$ cat config.mk
export PLATFORM = sky130hd
export DESIGN_NAME = ibuff_mem_ctrl
export DESIGN_NICKNAME = d
export VERILOG_FILES = /design/src/rtl/ibuff_mem_ctrl.sv
export SDC_FILE = /design/constraint.sdc
export NUM_CORES = 1
export LEC_CHECK = 0
export ABC_CLOCK_PERIOD_IN_PS = 14000
export CORE_MARGIN = 4
export CORE_UTILIZATION = 30
export DETAILED_ROUTE_END_ITERATION = 16
export GPL_ROUTABILITY_DRIVEN = 0
export HOLD_SLACK_MARGIN = 0.1
export RECOVER_POWER = 25
export SETUP_SLACK_MARGIN = 0.3
export SYNTH_ARGS = -nofsm -noshare
export SYNTH_HDL_FRONTEND = slang
export SYNTH_SLANG_ARGS = --single-unit
$ cat constraint.sdc
create_clock -name clk -period 14 [get_ports clk]
set_input_delay 2.8 -clock clk [delete_from_list [all_inputs] [get_ports clk]]
set_output_delay 2.8 -clock clk [all_outputs]
set_load 0.01 [all_outputs]
$ cat src/rtl/ibuff_mem_ctrl.sv
// ibuff_mem_ctrl: queues fetch requests and reads each 64-bit instruction
// word as two 32-bit memory reads (addr, then addr+4). Responses are
// returned to the wavepool in request order as {instr, tag}.
// Optional build macro IBUFF_PERF_CNT_EN adds accepted-request and
// grant-stall performance counters.
module ibuff_mem_ctrl #(
    parameter int DEPTH = 4,
    parameter int PTR_W = 2
) (
    input  logic        clk,
    input  logic        rst,
    input  logic        buff_rd_en,
    input  logic [31:0] buff_addr,
    input  logic [38:0] buff_tag,
    output logic        buff_ack,
    output logic        mem_req,
    output logic [31:0] mem_addr,
    input  logic        mem_gnt,
    input  logic        mem_rd_valid,
    input  logic [31:0] mem_rd_data,
    output logic        buff2wave_valid,
    output logic [63:0] buff2wave_instr,
    output logic [38:0] buff2wave_tag,
    output logic        ibuff_overflow
`ifdef IBUFF_PERF_CNT_EN
    ,
    output logic [31:0] perf_req_cnt,
    output logic [31:0] perf_stall_cnt
`endif
);

    localparam logic [PTR_W:0] DEPTH_C = (PTR_W + 1)'(DEPTH);

    typedef enum logic [2:0] {
        IDLE    = 3'd0,
        REQ_LO  = 3'd1,
        WAIT_LO = 3'd2,
        REQ_HI  = 3'd3,
        WAIT_HI = 3'd4,
        RESP    = 3'd5
    } state_t;

    state_t             state_r;
    state_t             state_nx_s;

    logic [31:0]        addr_q_r [DEPTH];
    logic [38:0]        tag_q_r  [DEPTH];
    logic [PTR_W-1:0]   wr_ptr_r;
    logic [PTR_W-1:0]   rd_ptr_r;
    logic [PTR_W:0]     count_r;

    logic [31:0]        lo_r;
    logic [63:0]        instr_r;
    logic [38:0]        tag_r;
    logic               ack_r;
    logic               ovf_r;

    logic               push_s;
    logic               pop_s;
    logic               fifo_empty_s;
    logic [31:0]        head_addr_s;
    logic               mem_req_s;
    logic [31:0]        mem_addr_s;

    // Full check uses only the count at the start of the cycle; a same-cycle pop never frees a slot.
    assign push_s       = buff_rd_en && (count_r != DEPTH_C);
    assign pop_s        = (state_r == WAIT_HI) && mem_rd_valid;
    assign fifo_empty_s = (count_r == '0);
    assign head_addr_s  = addr_q_r[rd_ptr_r];

    // Request FIFO storage, pointers and occupancy.
    always_ff @(posedge clk or posedge rst) begin
        if (rst) begin
            for (int i = 0; i < DEPTH; i++) begin
                addr_q_r[i] <= 32'd0;
                tag_q_r[i]  <= 39'd0;
            end
            wr_ptr_r <= '0;
            rd_ptr_r <= '0;
            count_r  <= '0;
        end else begin
            if (push_s) begin
                addr_q_r[wr_ptr_r] <= buff_addr;
                tag_q_r[wr_ptr_r]  <= buff_tag;
                wr_ptr_r           <= wr_ptr_r + PTR_W'(1);
            end
            if (pop_s) begin
                rd_ptr_r <= rd_ptr_r + PTR_W'(1);
            end
            count_r <= count_r + (PTR_W + 1)'(push_s) - (PTR_W + 1)'(pop_s);
        end
    end

    // FSM state register.
    always_ff @(posedge clk or posedge rst) begin
        if (rst) begin
            state_r <= IDLE;
        end else begin
            state_r <= state_nx_s;
        end
    end

    // FSM next-state logic: one read outstanding at a time, lo dword first.
    always_comb begin
        state_nx_s = state_r;
        case (state_r)
            IDLE: begin
                if (!fifo_empty_s) state_nx_s = REQ_LO;
                else               state_nx_s = IDLE;
            end
            REQ_LO: begin
                if (mem_gnt) state_nx_s = WAIT_LO;
                else         state_nx_s = REQ_LO;
            end
            WAIT_LO: begin
                if (mem_rd_valid) state_nx_s = REQ_HI;
                else              state_nx_s = WAIT_LO;
            end
            REQ_HI: begin
                if (mem_gnt) state_nx_s = WAIT_HI;
                else         state_nx_s = REQ_HI;
            end
            WAIT_HI: begin
                if (mem_rd_valid) state_nx_s = RESP;
                else              state_nx_s = WAIT_HI;
            end
            RESP: begin
                if (!fifo_empty_s) state_nx_s = REQ_LO;
                else               state_nx_s = IDLE;
            end
            default: state_nx_s = IDLE;
        endcase
    end

    // Memory request decode; address held at zero outside the request states.
    always_comb begin
        mem_req_s  = 1'b0;
        mem_addr_s = 32'd0;
        case (state_r)
            REQ_LO: begin
                mem_req_s  = 1'b1;
                mem_addr_s = head_addr_s;
            end
            REQ_HI: begin
                mem_req_s  = 1'b1;
                mem_addr_s = head_addr_s + 32'd4;
            end
            default: begin
                mem_req_s  = 1'b0;
                mem_addr_s = 32'd0;
            end
        endcase
    end

    assign mem_req         = mem_req_s;
    assign mem_addr        = mem_addr_s;
    assign buff2wave_valid = (state_r == RESP);

    // Read data capture; output word and tag change only when the response becomes valid.
    always_ff @(posedge clk or posedge rst) begin
        if (rst) begin
            lo_r    <= 32'd0;
            instr_r <= 64'd0;
            tag_r   <= 39'd0;
        end else begin
            if ((state_r == WAIT_LO) && mem_rd_valid) begin
                lo_r <= mem_rd_data;
            end
            if (pop_s) begin
                instr_r <= {mem_rd_data, lo_r};
                tag_r   <= tag_q_r[rd_ptr_r];
            end
        end
    end

    // Acceptance pulse and sticky overflow flag.
    always_ff @(posedge clk or posedge rst) begin
        if (rst) begin
            ack_r <= 1'b0;
            ovf_r <= 1'b0;
        end else begin
            ack_r <= push_s;
            if (buff_rd_en && !push_s) ovf_r <= 1'b1;
            else                       ovf_r <= ovf_r;
        end
    end

    assign buff_ack        = ack_r;
    assign ibuff_overflow  = ovf_r;
    assign buff2wave_instr = instr_r;
    assign buff2wave_tag   = tag_r;

`ifdef IBUFF_PERF_CNT_EN
    logic [31:0] perf_req_r;
    logic [31:0] perf_stall_r;

    // Performance counters: accepted requests and cycles stalled waiting for grant.
    always_ff @(posedge clk or posedge rst) begin
        if (rst) begin
            perf_req_r   <= 32'd0;
            perf_stall_r <= 32'd0;
        end else begin
            if (push_s) perf_req_r <= perf_req_r + 32'd1;
            else        perf_req_r <= perf_req_r;
            if (mem_req_s && !mem_gnt) perf_stall_r <= perf_stall_r + 32'd1;
            else                       perf_stall_r <= perf_stall_r;
        end
    end

    assign perf_req_cnt   = perf_req_r;
    assign perf_stall_cnt = perf_stall_r;
`endif

endmodule

* Yosys cells after proc, flatten, opt, wreduce, memory -nomap -nowiden
Cells that the tools add are included.
** Operators by class
- Equal/unequal tests :: 6
- Muxes and demuxes :: 20
- Div/mod/pow operators :: 0
- Multiply operators :: 0
- Bitwise logic cells :: 2
- $add $sub $neg :: 5
- Magnitude comparators :: 3
- Shifts and indexed selects :: 0
- Reduce and logical (&&, ||, !) cells :: 10
** Operators by type and width (number)
- $bwmux 156 :: 1
- $bwmux 128 :: 1
- $mux 39 :: 3
- $mux 32 :: 3
- $bmux 39 s2 :: 1
- $demux 39 s2 :: 1
- $bmux 32 s2 :: 1
- $demux 32 s2 :: 1
- $pmux 32 s2 :: 1
- $add 32x3->32 const B :: 1
- $pmux 3 s5 :: 1
- $eq 3x2->1 const B :: 2
- $eq 3x3->1 const B :: 2
- $ge 3x3->1 const B :: 2
- $logic_not 3->1 :: 2
- $not 2->3 :: 2
- $logic_and 1x1->1 :: 5
- $add 2x1->2 const B :: 2
- $mux 1 :: 4
- $reduce_or 2->1 :: 2
- $add 3x1->3 :: 1
- $eq 3x1->1 const B :: 1
- $lt 3x1->1 const B :: 1
- $mux 3 :: 1
- 4 further kinds :: 4
** Word-level totals
- Memory bits (writable) :: 0
- Output and inout port bits :: 139
- Word-level logic and storage cells :: 63
- Bits in read-only memories :: 0
- Bits of input ports :: 108
- Bits in registers :: 431
- Memories :: 0
- Bits in latches :: 0

* Logic depth before layout (Yosys ltp)
Gate-level depths: netlist (run 1).
- Depth after elaboration :: 6
- Mapped depth :: 9
- Gate-level depth less buffers :: 8

* Least setup slack after synthesis (run 1)
OpenSTA, ideal clock, no wires.
- Path kind :: reg2out
- From :: register rd_ptr_r[0]
- To :: output mem_addr[24]
- Required time :: 11.200 ns
- Stages on the path, launching flop included :: 10
- Path buffers :: 2
- Path slack :: 8.782 ns
- Arrival time :: 2.418 ns
- Cells stage by stage :: dfrtp_1 > buf_6 > buf_12 > mux4_2 > ha_1 > nand2_1 > nor2b_1 > nand3_2 > or4_1 > a21oi_1
** On the way
- Longest elaborated chain between the ends :: 6
** Ends and longest elaborated chain
- start, declared :: RTL line 49 : logic [PTR_W-1:0] rd_ptr_r;
- start signal, assigned :: RTL line 88 : rd_ptr_r <= rd_ptr_r + PTR_W'(1);
- $not 2->3 (implied by the code) * :: RTL line 69 : assign head_addr_s = addr_q_r[rd_ptr_r];
- $bmux 32 s2 * :: RTL line 69
- $mux 32 (implied by the code) * (2 in series) :: RTL line 69
- $add 32x3->32 :: RTL line 146 : mem_addr_s = head_addr_s + 32'd4;
- $pmux 32 s2 * :: RTL line 139 : case (state_r)
- end, declared :: RTL line 17 : output logic [31:0] mem_addr,
Every way passes the cells marked *; elsewhere a longest branch is shown, timed or not. The select of a mux whose other input is x is not followed.

* Worst setup path after layout (run 1)
Same ends and word-level chain as after synthesis.

==> results of run 1 <==
==> kinds of logic after synthesis <==
group	Yosys count	share of synthesized area
xor+xnor	16	0.007507
compound gates	44	0.01475
fa+ha+maj	8	0.005764
mux	491	0.3416
buf+inv	83	0.02024
simple gates	93	0.03244
flops	431	0.5777
==> cell usage in the layout (no fill, tap or decap), types with 3 or more instances in the layout <==
| cell type | instances |
|---|---|
| inv_1 | 12 |
| dfrtp_1 | 429 |
| nand3_1 | 6 |
| or4_1 | 7 |
| xor2_1 | 8 |
| clkdlybuf4s50_1 | 242 |
| nor2_1 | 15 |
| or3_1 | 5 |
| a21oi_1 | 18 |
| clkbuf_1 | 13 |
| and4_1 | 4 |
| nand4_1 | 10 |
| or4b_1 | 4 |
| clkbuf_16 | 51 |
| ha_1 | 7 |
| nand2_1 | 19 |
| clkinv_2 | 8 |
| buf_4 | 12 |
| o31ai_1 | 6 |
| nor2b_1 | 3 |
| o41ai_1 | 6 |
| clkbuf_8 | 13 |
| xnor2_1 | 8 |
| mux2_2 | 419 |
| mux4_1 | 13 |
| mux4_2 | 58 |
| o21ai_0 | 8 |
| dlygate4sd3_1 | 4 |
==> worst paths after layout <==
path                                     start             end  slack [ns]  cells past startpoint
worst max-delay path               rd_ptr_r[0]    mem_addr[24]        7.05                      8
worst min-delay path            ibuff_overflow  ibuff_overflow        0.48                      1
worst max register to register      state_r[1]      count_r[1]       10.04                      7
worst min register to register  ibuff_overflow  ibuff_overflow        0.48                      1
max in group asynchronous                  rst    tag_q_r[111]        8.66                      4
min in group asynchronous                  rst    tag_q_r[119]        2.90                      2
==> sequential cells by signal (all words and copies together), names as in the netlist <==
name,cells
tag_q_r,156
rd_ptr_r,2
wr_ptr_r,2
buff_ack,1
lo_r,32
addr_q_r,128
buff2wave_tag,39
buff2wave_instr,64
count_r,3
ibuff_overflow,1
state_r,3
==> final cells by class <==
type	count	area share
diodes	2	0.0002118
flip-flops and latches	431	0.4568
multi-input cells	652	0.3183
clock inverters	14	0.005667
inverters	13	0.002118
repair buffers	262	0.1094
clock buffers	74	0.06318
well taps	837	0.04433
==> metal layers <==
layer / wire length [µm] / GRT usage / vias to the layer above / share of wire
met3: 2566 / 0.03612 / 72 / 0.058
met4: 1094 / 0.03708 / 2 / 0.025
met5: 13 / 0 / - / 0.00029
li1: - / - / 4844 / -
met1: 19840 / 0.1759 / 5724 / 0.44
met2: 21100 / 0.2214 / 220 / 0.47
==> critical path, stage by stage, from the launching register on <==
cell and delay [ns]:
dfrtp_4 0.90, mux4_1 0.46, ha_1 0.20, nand2_1 0.08, nor2b_1 0.36, nand3_2 0.28
or4_1 0.56, a21oi_1 0.17, clkdlybuf4s50_1 0.56
==> power breakdown <==
group          internal [mW]  switching [mW]  total (mW)  leakage [nW]
clock                  0.771           0.510        1.28         0.807
combinational           1.38           0.943        2.32          3.70
sequential              1.87           0.353        2.22          5.20
==> run_results.csv, run 1 <==
group,metric,value,unit
outcome,status,"complete, but fails checks",
outcome,violations,"max-capacitance violations, max-slew violations",
synth,synth_seq_cells,431,
place,place_hpwl,28070,µm
clock_network,h-tree-depth,2,
synth,syn_area,18670,µm²
timing,period_share,0.4967,
timing,hold_violations,0,
critical_path,worstPathRequired,11.20,ns
clock_network,clockRootBuffer,"clkbuf_16",
timing,final_max_slew_viol_count,143,
clock_network,cts_buffer_depth,3,
floorplan,rows,91,
synth,ys_async_sr_fraction,1.000,
floorplan,die_h,257.5,µm
clock_network,ctsResizeCount,0,
timing,tightest_slew,2.198,ns
power,total_power,5.820,mW
detailed_routing,viasPerCell,4.754,
synth,yosysSeqAreaShare,0.5777,
cells_and_area,stdcell_count,2285,
synth,synth_cell_types,49,
floorplan,core_area,61600,µm²
detailed_routing,totalWireLength,44610,µm
timing,grt_setup_unrepaired,"no",
place,port_buffers,246,
timing,setup_ws,7.047,ns
floorplan,dieArea,66280,µm²
power,power_density,246.3,nW/µm²
clock_network,holdBufCountCts,0,
timing,min_period,6.953,ns
clock_network,cts_setup_buffers,0,
floorplan,die_width,257.5,µm
synth,synthCells,1166,
place,place_ws,7.579,ns
cells_and_area,syn2layout_area_growth,26.56,%
run,maxCapViolations,4,
timing,fmax,143.8,MHz
clock_network,cts_tree,"yes",
clock_network,cts.sinks,431,
detailed_routing,wl_per_cell,19.52,µm
cells_and_area,seqCellArea,10790,µm²
place,dpl.cell_count,2195,
critical_path,worstPathArrival,4.15,ns
critical_path,cp_max_fo,35,
synth,syn-mean-instance-area,16.01,µm²
timing,slew_headroom,-0.4651,
power,peakVddDrop,120.4,µV
synth,ys_top_cells_by_count,"dfrtp_1, mux2_2, mux4_2",
grt,grt_usage,0.1344,
synth,syn_nets,1282,
floorplan,initial_core_util,0.3031,
detailed_routing,first_iter_violations,430,
clock_network,cts_buffers,50,
cells_and_area,final_core_util,0.3835,
critical_path,critPathKind,"flip-flop to output pin",
grt,grt_overflow,0,
cells_and_area,drive_gt1_frac,0.4025,
synth,ys_top_cells_by_area,"dfrtp_1, mux2_2, mux4_2",
power,p_leak,9.706,nW
grt,grt_pass1_wl,70840,µm
synth,yosys.area.top_type,"dfrtp_1",
synth,yosysMostFrequentCell,"dfrtp_1",
cells_and_area,multiInputGateArea,7520,µm²
detailed_routing,first_pass_iters,4,
grt,first_global_vias,11930,
synth,synth_top_area_frac,0.5777,
clock_network,clock_latency,0.57,ns
detailed_routing,drc,0,
grt,grt_max_degree,184,
synth,synth_enable_flop_cells,0,
timing,setup-violations-final,0,
timing,finalSetupTns,0,ns
timing,fin_skew,0.007070,ns
detailed_routing,vias,10860,
clock_network,clkTransAtPathRegs,0.06,ns
worst_hold_path,hold_path.class,"flip-flop to flip-flop",
grt,antenna_found_initial,3,
cells_and_area,fillCellCount,5785,
critical_path,start_kind,"flip-flop",
detailed_routing,ant_nets,0,
cells_and_area,fin_nets,1526,
timing,holdWs,0.4785,ns
cells_and_area,finish.instance_area,23630,µm²
floorplan,ios,247,
synth,synth_warnings,0,
critical_path,end_kind,"output pin",
synth,synth-main-ff-cell,"dfrtp_1",
place,placed_area,22040,µm²
Power figures use the tool's default switching activity.
==> run 2, diff against run 1 <==
--- a/config.mk
+++ b/config.mk
@@ -5,7 +5,7 @@
 export SDC_FILE = /design/constraint.sdc
 export NUM_CORES = 1
 export LEC_CHECK = 0
-export ABC_CLOCK_PERIOD_IN_PS = 14000
+export ABC_CLOCK_PERIOD_IN_PS = 6800
 export CORE_MARGIN = 4
 export CORE_UTILIZATION = 30
 export DETAILED_ROUTE_END_ITERATION = 16
==> constraint.sdc (replaced) <==
create_clock -name clk -period 6.8 [get_ports clk]
set_input_delay 1.36 -clock clk [delete_from_list [all_inputs] [get_ports clk]]
set_output_delay 1.36 -clock clk [all_outputs]
set_load 0.01 [all_outputs]
==> run_results.csv, run 2 (synthesis gave the netlist of run 1 again) <==
group,metric,value,unit
timing,fin_skew,0.02929,ns
clock_network,clockRootBuffer,"clkbuf_16",
cells_and_area,final_cell_mix,"dfrtp_1, mux2_2, clkdlybuf4s50_1, mux4_2, clkbuf_16",
timing,final_max_slew_viol_count,200,
cells_and_area,top_register,"tag_q_r",
critical_path,critPathKind,"flip-flop to output pin",
cells_and_area,drive_gt1_frac,0.4051,
grt,grt_max_degree,158,
clock_network,cts.sinks,431,
detailed_routing,first_iter_violations,451,
floorplan,die_width,257.5,µm
cells_and_area,fin_nets,1529,
detailed_routing,drc,0,
cells_and_area,largest_reg_flops,156,
cells_and_area,final_core_util,0.3864,
power,power_density,512.1,nW/µm²
critical_path,cp_cell_sequence,"buf_4, mux4_2, or4b_1, a21oi_1, clkdlybuf4s50_1",
detailed_routing,first_pass_iters,4,
place,port_buffers,246,
place,placed_area,22090,µm²
timing,hold_violations,0,
floorplan,core_area,61600,µm²
clock_network,h-tree-depth,2,
cells_and_area,multiInputGateArea,7520,µm²
outcome,status,"complete, but fails checks",
critical_path,cpLargestDelayFamily,"buffers and inverters",
floorplan,dieArea,66280,µm²
timing,slew_headroom,-0.4775,
cells_and_area,finish.instance_area,23800,µm²
critical_path,slowest_stage,"dfrtp_4",
critical_path,path_buf_inv,2,
timing,tightest_slew,2.216,ns
worst_hold_path,hold_path.class,"flip-flop to flip-flop",
floorplan,initial_core_util,0.3031,
critical_path,start_kind,"flip-flop",
power,peakVddDrop,210.9,µV
timing,fmax,175.4,MHz
grt,grt_pass1_wl,72680,µm
cells_and_area,final_common_cell,"dfrtp_1",
clock_network,cts_buffers,50,
detailed_routing,ant_nets,0,
place,place_hpwl,28710,µm
timing,setup-violations-final,0,
detailed_routing,viasPerCell,4.753,
detailed_routing,totalWireLength,45400,µm
critical_path,cp_max_fo,40,
clock_network,cts_buffer_depth,3,
floorplan,rows,91,
critical_path,worstPathRequired,5.44,ns
detailed_routing,vias,10900,
timing,grt_setup_unrepaired,"no",
clock_network,ctsResizeCount,0,
cells_and_area,syn2layout_area_growth,27.51,%
clock_network,holdBufCountCts,0,
detailed_routing,wl_per_cell,19.81,µm
floorplan,ios,247,
grt,antenna_found_initial,5,
grt,first_global_vias,12020,
timing,holdWs,0.4866,ns
clock_network,clock_latency,0.59,ns
critical_path,end_kind,"output pin",
cells_and_area,fillCellCount,5762,
critical_path,slowest_delay,0.90,ns
timing,min_period,5.700,ns
cells_and_area,seqCellArea,10790,µm²
clock_network,cts_tree,"yes",
run,maxCapViolations,6,
power,p_leak,9.799,nW
timing,finalSetupTns,0,ns
power,total_power,12.19,mW
clock_network,clkTransAtPathRegs,0.06,ns
floorplan,die_h,257.5,µm
critical_path,worstPathArrival,4.34,ns
clock_network,cts_setup_buffers,0,
grt,grt_overflow,0,
timing,period_share,0.8382,
outcome,violations,"max-capacitance violations, max-slew violations",
grt,grt_usage,0.1378,
run 2: cell count changes in the layout (fill, tap and decap cells not counted), sizes merged:
cell / change
inv: +1
clkbuf: +5
bufinv: +3
buf: -2
clkinv: +1
diode: -1
run 2: area by class of cell:
type,instances,share of cell area
Clock buffer,74,0.06397
Timing Repair Buffer,265,0.1098
Clock inverter,19,0.01072
Inverter,13,0.002103
Sequential cell,431,0.4534
Antenna cell,1,0.0001051
Tap cell,837,0.04400
Multi-Input combinational cell,652,0.3159
run 2: worst paths after layout:
check | slack (ns) | from | cells after the start | endpoint
setup / recovery | 1.10 | rd_ptr_r[0] | 5 | mem_addr[30]
hold / removal | 0.49 | ibuff_overflow | 1 | ibuff_overflow
setup reg to reg | 2.84 | state_r[1] | 8 | count_r[2]
hold reg to reg | 0.49 | ibuff_overflow | 1 | ibuff_overflow
max in group asynchronous | 2.63 | rst | 4 | addr_q_r[68]
min in group asynchronous | 1.64 | rst | 2 | addr_q_r[0]
run 2: metal layers:
layer	global-route usage	vias up	routed length, µm
li1	-	4839	-
met1	0.1831	5727	20080
met2	0.2249	242	21590
met3	0.03750	81	2604
met4	0.03482	6	1086
met5	0	-	34
run 2: stage by stage:
stage,std cells,setup WS (ns)
2_1_floorplan,1166,-0.3794
3_3_place_gp,2198,1.584
3_5_place_dp,2198,1.621
4_1_cts,2291,0.9485
5_1_grt,2291,0.8139
6_report,2292,1.100
run 2: power breakdown:
group          internal (mW)  switching [mW]
registers               3.84           0.722
logic                   2.83            1.95
clock network           1.75            1.10
total                   8.42            3.77
run 2: worst register-to-register path, cell delays in order, from the launching register on:
cell	delay, ns
dfrtp_1	0.56
nand2b_1	0.30
nor3b_1	0.29
clkbuf_1	1.61
ha_1	0.35
inv_1	0.05
ha_1	0.19
fa_1	0.37
xnor2_1	0.13
==> run 3, diff against run 2 <==
--- a/config.mk
+++ b/config.mk
@@ -5,7 +5,7 @@
 export SDC_FILE = /design/constraint.sdc
 export NUM_CORES = 1
 export LEC_CHECK = 0
-export ABC_CLOCK_PERIOD_IN_PS = 6800
+export ABC_CLOCK_PERIOD_IN_PS = 5700
 export CORE_MARGIN = 4
 export CORE_UTILIZATION = 30
 export DETAILED_ROUTE_END_ITERATION = 16
==> constraint.sdc (replaced) <==
create_clock -name clk -period 5.7 [get_ports clk]
set_input_delay 1.14 -clock clk [delete_from_list [all_inputs] [get_ports clk]]
set_output_delay 1.14 -clock clk [all_outputs]
set_load 0.01 [all_outputs]
==> run_results.csv, run 3 (synthesis gave the netlist of run 1 again) <==
group,metric,value,unit
outcome,status,"complete, but fails checks",
outcome,violations,"max-capacitance violations, max-slew violations",
detailed_routing,totalWireLength,45780,µm
clock_network,clock_latency,0.59,ns
critical_path,cp-startpoint,"rd_ptr_r[1]",
detailed_routing,first_iter_violations,481,
critical_path,worstPathArrival,3.98,ns
critical_path,worstPathRequired,4.56,ns
grt,first_global_vias,12160,
power,p_leak,9.791,nW
timing,min_period,5.123,ns
cells_and_area,fin_nets,1531,
power,total_power,14.54,mW
timing,final_max_slew_viol_count,265,
cells_and_area,drive_gt1_frac,0.4036,
timing,setup_ws,0.5771,ns
critical_path,critPathKind,"flip-flop to output pin",
place,place_ws,1.042,ns
grt,grt_usage,0.1382,
detailed_routing,ant_nets,0,
power,power_density,610.9,nW/µm²
clock_network,ctsResizeCount,0,
timing,period_share,0.8988,
critical_path,r2r_cells,7,
worst_hold_path,holdPathStages,1,
critical_path,end_kind,"output pin",
place,port_buffers,246,
detailed_routing,first_pass_iters,6,
floorplan,die_width,257.5,µm
worst_hold_path,min_to,"ibuff_overflow",
detailed_routing,viasPerCell,4.816,
power,peakVddDrop,291.3,µV
clock_network,cts.sinks,431,
place,place_hpwl,29240,µm
clock_network,h-tree-depth,2,
timing,slew_headroom,-0.7707,
run,maxCapViolations,6,
cells_and_area,largest_reg_flops,156,
timing,grt_setup_unrepaired,"no",
clock_network,clkTransAtPathRegs,0.06,ns
detailed_routing,wl_met1,20020,µm
grt,grt_max_degree,91,
timing,fmax,195.2,MHz
clock_network,holdBufCountCts,0,
critical_path,r2r_end,"count_r[1]",
critical_path,start_kind,"flip-flop",
timing,holdWs,0.4740,ns
cells_and_area,final_common_cell,"dfrtp_1",
cells_and_area,stdcell_count,2292,
floorplan,dieArea,66280,µm²
detailed_routing,wl_per_cell,19.98,µm
detailed_routing,top_layer,"met5",
timing,tightest_slew,2.656,ns
worst_hold_path,hold_path.class,"flip-flop to flip-flop",
timing,setup-violations-final,0,
clock_network,cts_buffers,50,
detailed_routing,wl_met2,22000,µm
cells_and_area,top_register,"tag_q_r",
cells_and_area,final_cell_mix,"dfrtp_1, mux2_2, clkdlybuf4s50_1, mux4_2, clkbuf_16",
cells_and_area,syn2layout_area_growth,27.46,%
floorplan,die_h,257.5,µm
grt,antenna_found_initial,7,
place,dpl.cell_count,2199,
critical_path,r2r_slack,1.46,ns
detailed_routing,vias,11040,
grt,grt_overflow,0,
detailed_routing,drc,0,
floorplan,core_area,61600,µm²
floorplan,ios,247,
timing,fin_skew,0.01819,ns
critical_path,reg2reg_from,"state_r[1]",
critical_path,cp_max_fo,34,
floorplan,rows,91,
timing,hold_violations,0,
floorplan,initial_core_util,0.3031,
worst_hold_path,hold_start,"ibuff_overflow",
clock_network,clockRootBuffer,"clkbuf_16",
detailed_routing,dr_wl_met3,2653,µm
clock_network,cts_buffer_depth,3,
clock_network,cts_tree,"yes",
grt,grt_pass1_wl,72590,µm
## run 3: cell types whose count changed in the layout (fill, tap and decap cells not counted), moves of 2 or more
cell / previous run / this run
clkinv_2: 8 / 4
buf_4: 8 / 10
clkbuf_1: 15 / 17
diode_2: 1 / 3
clkbuf_8: 16 / 10
nand2_4: 2 / 4
clkinv_4: 2 / 4
nand2_1: 17 / 15
## run 3: how the worst max path moves through the flow
stage / endpoint / slack [ns]
CTS: mem_addr[24] / 0.39
finish: mem_addr[24] / 0.58
floorplan: addr_q_r[0] / -1.26
detailed placement: mem_addr[24] / 1.04
global route: addr_q_r[118] / 0.24
global placement: mem_addr[24] / 1.08
## run 3: through the flow
stage	util	area, µm²	setup TNS [ns]
floorplan	-	18670	-542.79
global placement	0.3591	22120	0
detailed placement	0.3591	22120	0
CTS	0.3872	23850	0
global route	0.3862	23790	0
finish	0.3863	23790	0
## run 3: cell type report
| cell class | count | area, µm² |
|---|---|---|
| fillers | 5748 | 37800 |
| flip-flops and latches | 431 | 10790 |
| multi-input cells | 652 | 7535 |
| repair buffers | 267 | 2635 |
| clock buffers | 72 | 1455 |
| well taps | 837 | 1047 |
| clock inverters | 17 | 271.5 |
| inverters | 13 | 50.05 |
| diodes | 3 | 7.507 |
## run 3: timing repair
| action | 4_1_cts | 5_1_grt |
|---|---|---|
| endpoints found under the hold margin | 0 | 0 |
| buffers inserted | 0 | 1 |
| setup endpoints to repair | 0 | 2 |
## run 3: per-layer routing
metal  vias to the layer above  track usage
met5                         -            0
met4                         6      0.03753
met3                        91      0.03513
met2                       256       0.2320
met1                      5833       0.1787
li1                       4853            -
## run 3: worst max-delay path, cell delays in order, from the launching register on
cell and delay [ns]:
dfrtp_4 0.77, mux4_1 0.35, ha_1 0.20, nand2_1 0.09
nor2b_1 0.35, nand3_2 0.28, or4_1 0.56, a21oi_1 0.18
clkdlybuf4s50_1 0.58
## run 3: power by group
| part | internal (mW) | total, mW | switching (mW) |
|---|---|---|---|
| Combinational | 3.39 | 5.81 | 2.42 |
| Sequential | 4.59 | 5.40 | 0.809 |
| Clock | 2.05 | 3.33 | 1.28 |
